$ cat config.mk
export PLATFORM = sky130hd
export DESIGN_NAME = cpu
export DESIGN_NICKNAME = d
export VERILOG_FILES = /design/src/rtl/cpu.sv
export SDC_FILE = /design/constraint.sdc
export NUM_CORES = 1
export LEC_CHECK = 0
export ABC_CLOCK_PERIOD_IN_PS = 3900
export CAP_MARGIN = 15
export CORE_ASPECT_RATIO = 1.1
export CORE_MARGIN = 8
export CORE_UTILIZATION = 45
export DETAILED_ROUTE_END_ITERATION = 8
export PLACE_DENSITY = 0.68
export SYNTH_ARGS = -nofsm -noshare
export SYNTH_HDL_FRONTEND = slang
export SYNTH_SLANG_ARGS = --single-unit
$ cat constraint.sdc
create_clock -name clock -period 3.9 [get_ports clock]
set_input_delay 1.17 -clock clock [delete_from_list [all_inputs] [get_ports clock]]
set_output_delay 1.17 -clock clock [all_outputs]
set_load 0.005 [all_outputs]
$ cat src/rtl/cpu.sv
// Single-cycle 8-bit accumulator datapath: opcode decoder, combinational ALU
// and accumulator register. One instruction executes on every rising edge.
module cpu #(
  parameter int unsigned DATA_WIDTH = 8
) (
  input  logic                  clock,
  input  logic                  reset,
  input  logic [2:0]            opcode,
  input  logic [DATA_WIDTH-1:0] Data_bus_in,
  output logic [DATA_WIDTH-1:0] out_acc
);

  typedef enum logic [2:0] {
    OP_ADD   = 3'b000,
    OP_LOAD  = 3'b001,
    OP_STORE = 3'b010,
    OP_SUB   = 3'b011,
    OP_AND   = 3'b100,
    OP_OR    = 3'b101,
    OP_XOR   = 3'b110,
    OP_NOP   = 3'b111
  } op_e;

  op_e                   op;
  logic                  acc_we;
  logic [DATA_WIDTH-1:0] acc;
  logic [DATA_WIDTH-1:0] alu_result;

  assign op = op_e'(opcode);

  // Decoder: STORE and NOP leave the accumulator untouched.
  always_comb begin
    acc_we = 1'b0;
    case (op)
      OP_ADD, OP_LOAD, OP_SUB, OP_AND, OP_OR, OP_XOR: acc_we = 1'b1;
      default:                                         acc_we = 1'b0;
    endcase
  end

  // ALU: unsigned arithmetic wraps modulo 2**DATA_WIDTH.
  always_comb begin
    alu_result = acc;
    case (op)
      OP_ADD:  alu_result = acc + Data_bus_in;
      OP_LOAD: alu_result = Data_bus_in;
      OP_SUB:  alu_result = acc - Data_bus_in;
      OP_AND:  alu_result = acc & Data_bus_in;
      OP_OR:   alu_result = acc | Data_bus_in;
      OP_XOR:  alu_result = acc ^ Data_bus_in;
      default: alu_result = acc;
    endcase
  end

  // Accumulator register; reset takes priority over any opcode.
  always_ff @(posedge clock) begin
    if (reset) begin
      acc <= '0;
    end else if (acc_we) begin
      acc <= alu_result;
    end
  end

  assign out_acc = acc;

endmodule

# Word level (Yosys, flattened, before mapping)
# Cells that the tools add are included.
# op_classes
add_sub_neg,2
eq_ne,5
n_mux,2
n_bitwise,3
n_reduce_logical,4
# ops
op,n
8-bit case mux with 6 select lines,1
"3-bit == test, second input constant",3
8-bit adder,1
8-bit bitwise AND,1
8-bit bitwise OR,1
8-bit subtractor,1
8-bit XOR,1
6-bit nonzero test,1
6-bit OR reduction,1
"3-bit by 1-bit == test with 1-bit output, second input constant",1
"3-bit by 2-bit == test with 1-bit output, second input constant",1
3-bit zero test,1
2-bit AND reduction,1
1-bit 2-to-1 mux,1
# totals
ff_bits,8
in_bits,13
elab_cells,17

# Longest topological paths before layout
# logic_depth
depth_word,4
depth_mapped,11
depth_no_buf,11

# Worst setup path after synthesis
# OpenSTA, ideal clock, no wires.
# synth_path
path_type,input port to flip-flop
from,in opcode[1]
to,"reg acc[6], in the netlist out_acc[6]"
arrival_ns,3.156
required_time_ns,3.778
setup_slack_ns,0.622
cell_stages,11
n_path_buf,2
path_cell_list,buf_2 > and3b_1 > clkbuf_1 > or2_2 > xnor2_1 > ha_1 > o21ai_0 > nor2_1 > or4_1 > a21oi_1 > o21ai_0
# synth_between
elab_chain_len,4
elab_cells_between_ends,11
# synth_rtl
element,line,text
from (decl),8,"input logic [2:0] opcode,"
"3-bit == test, or another cell as far along","34, 43",
6-bit OR reduction,34,case (op)
1-bit 2-to-1 mux,34,
2-bit AND reduction (no line),-,
to (signal assigned),59,acc <= alu_result;
to (decl),26,logic [DATA_WIDTH-1:0] acc;
# Parallel ways exist; a longest one is shown, timed or not.
# A chain may end at the register's enable or synchronous reset.

# Worst setup path in the final report
# layout_path
from,in opcode[0]
to,"reg acc[6], in the netlist out_acc[6]"
# The elaborated chain is that of the path after synthesis.

==> impl_metrics.csv <==
group,metric,value,unit
logic_synthesis,synth_top_cells_by_area,"ha_1, dfxtp_1, a21oi_1, inv_1, o21ai_0",
setup_path,critical_path_class,"in -> reg",
sta,timing.final.ws_setup,440,ps
layout,fillers,301,
drt,drc,0,
cts,clk_pin_slew,70,ps
logic_synthesis,synth_nets,230,
logic_synthesis,synth_ff_type,"dfxtp_1",
die,initial_core_util,47.4,%
die,coreArea,3070,um^2
grt,grt_pass1_wl,6.69,mm
logic_synthesis,synth.distinct_cells,51,
sta,worst_pin_slew,602,ps
run_status,outcome,"completed",
logic_synthesis,synth_edf_count,0,
die,fp-row-count,21,
grt,overflow,0,
cts,clockBufferDepth,2,
die,dieArea,5310,um^2
layout,antenna_cells,0,
sta,setup_viol_count_final,0,
grt,grt_max_degree,15,
setup_path,crit_path_end_kind,"register",
cts,cts-htree-levels,1,
grt,grt_usage,15.4,%
sta,fin_skew,2.49,ps
logic_synthesis,synth_top_area_share,20.6,%
layout,nNetsFinal,252,
sta,fmax,0.289,GHz
place,dp_slack,195,ps
drt,drtPass1Iterations,4,
sta,rsz0062_at_grt,"no",
cts,clock-sinks,8,
grt,antenna_found_initial,0,
place,placed_cells,243,
layout,final_cells,246,
drt,antenna_left,0,
cts,post_cts_resized,0,
drt,wl_per_cell,16.3,um
cts,numCtsBuffers,3,
place,gp_congestion,0.913,
logic_synthesis,ys_seq_area_share,11.0,%
logic_synthesis,syn-instance-count,192,
run,maxCapViolations,0,
logic_synthesis,yosysTopAreaCell,"ha_1",
layout,synthToLayoutAreaGrowth,16.8,%
sta,finalMaxSlewViolations,0,
drt,vias_per_cell,6.00,
die,die_w,70.2,um
logic_synthesis,synth-seq-cells,8,
cts,ctsHoldBuffers,0,
sta,max-slew-margin-rel,59.7,%
layout,largest_reg_flops,8,
setup_path,path_max_fanout,8,
pwr,p_per_area,265,nW/um^2
layout,drive_gt1_share,9.91,%
drt,wl,4.01,mm
cts,cts_tree,"yes",
logic_synthesis,yosys_warnings,0,
sta,fin_crit,3460,ps
logic_synthesis,synth.avg_cell_area,7.59,um^2
worst_hold_path,hold_path_class,"reg -> reg",
sta,setup_tns,0,ps
cts,insertion_delay,270,ps
cts,root_buffer,"clkbuf_4",
cts,cts_setup_buffers,0,
grt,grt_pass1_vias,1496,
logic_synthesis,syn_area,1460,um^2
setup_path,worst_ep_arrival_time,3630,ps
pwr,worst_ir_drop_vdd,0.154,mV
place,io_buffers,20,
sta,min_period_over_period,88.7,%
sta,hold_violations,0,
place,hpwl,3.05,mm
die,ioPinCount,21,
setup_path,start_kind,"primary input",
die,fp.dieH,75.7,um
pwr,power.leakage,0.000752,uW
drt,drtIter0Drc,119,
drt,via_count,1477,
setup_path,required,4070,ps
logic_synthesis,ys_async_sr_fraction,0,%
[metrics by stage]
stage / hold WS, ps / area (um^2) / power [uW] / utilization (%)
after CTS: 527 / 1700 / 451 / 55.4
after floorplan: 492 / 1460 / 293 / -
after detailed placement: 513 / 1680 / 376 / 54.6
final: 527 / 1700 / 451 / 55.4
after global placement: 508 / 1680 / 367 / 54.6
after global routing: 562 / 1700 / 490 / 55.4
[layout make-up]
type | instances | area [um^2] | share of cell area [%]
inverters | 22 | 82.6 | 4.85
repair buffers | 28 | 260 | 15.3
clock buffers | 3 | 22.5 | 1.32
multi-input cells | 151 | 1130 | 66.6
flip-flops and latches | 8 | 160 | 9.41
well taps | 34 | 42.5 | 2.50
[logic make-up (layout without fill, tap and decap cells)]
kind of cell | Yosys count | after routing | synth area share (%)
AOI/OAI and AO/OA | 67 | 67 | 30.7
and+or+nand+nor | 50 | 50 | 19.6
buffers and inverters | 33 | 53 | 11.2
adders and majority gates | 25 | 25 | 22.0
xor gates and xnor gates | 8 | 8 | 4.81
DFF | 8 | 8 | 11.0
muxes | 1 | 1 | 0.773
[Yosys cell counts (all sizes together), types with 2 or more instances]
library cell	instances
nor3	6
a211oi	8
nand2b	2
ha	24
a221oi	3
buf	10
o221ai	2
nor2b	3
xnor2	7
inv	22
nor2	17
nand2	10
a21o	2
a21oi	22
nand3b	4
and3	2
o21ai	14
dfxtp	8
a32oi	2
[worst max-delay path: stages]
cell and delay [ps]:
clkdlybuf4s50_1 540, and3b_1 260, or2_2 310, xnor2_1 140, ha_1 320, o21ai_0 190
nor2_1 80, or4_1 400, a21oi_1 130, o21ai_0 90
[power breakdown]
group	total (uW)	switching, uW	leakage, uW	internal, uW
combinational	264	135	0.000672	129
sequential	113	18.5	0.0000664	94.2
clock	74.0	38.2	0.0000138	35.8
[cells in the final DEF (no fill, tap or decap), drive strengths merged, types with 6 or more instances in the layout]
cell | Yosys | layout
clkdlybuf4s50 | 0 | 20
ha | 24 | 24
o21ai | 14 | 14
buf | 10 | 8
xnor2 | 7 | 7
nand2 | 10 | 10
nor3 | 6 | 6
dfxtp | 8 | 8
a21oi | 22 | 22
nor2 | 17 | 17
inv | 22 | 22
a211oi | 8 | 8
[final timing paths]
check	slack [ps]	startpoint	end	cells past startpoint
min reg2reg	530	out_acc[3]	out_acc[3]	2
max reg2reg	1790	out_acc[0]	out_acc[6]	9
min	530	out_acc[3]	out_acc[3]	2
max	440	opcode[0]	out_acc[6]	10
[layer usage]
| metal | GRT usage (%) | part of all wire, % | vias up | wire length [um] |
|---|---|---|---|---|
| li1 | - | - | 733 | - |
| met1 | 18.5 | 45 | 678 | 1800 |
| met2 | 26.3 | 46 | 55 | 1850 |
| met3 | 2.73 | 6.9 | 11 | 278 |
| met4 | 7.14 | 1.9 | 0 | 78 |
| met5 | 0 | 0 | - | 0 |
(Power assumes the default switching activity.)
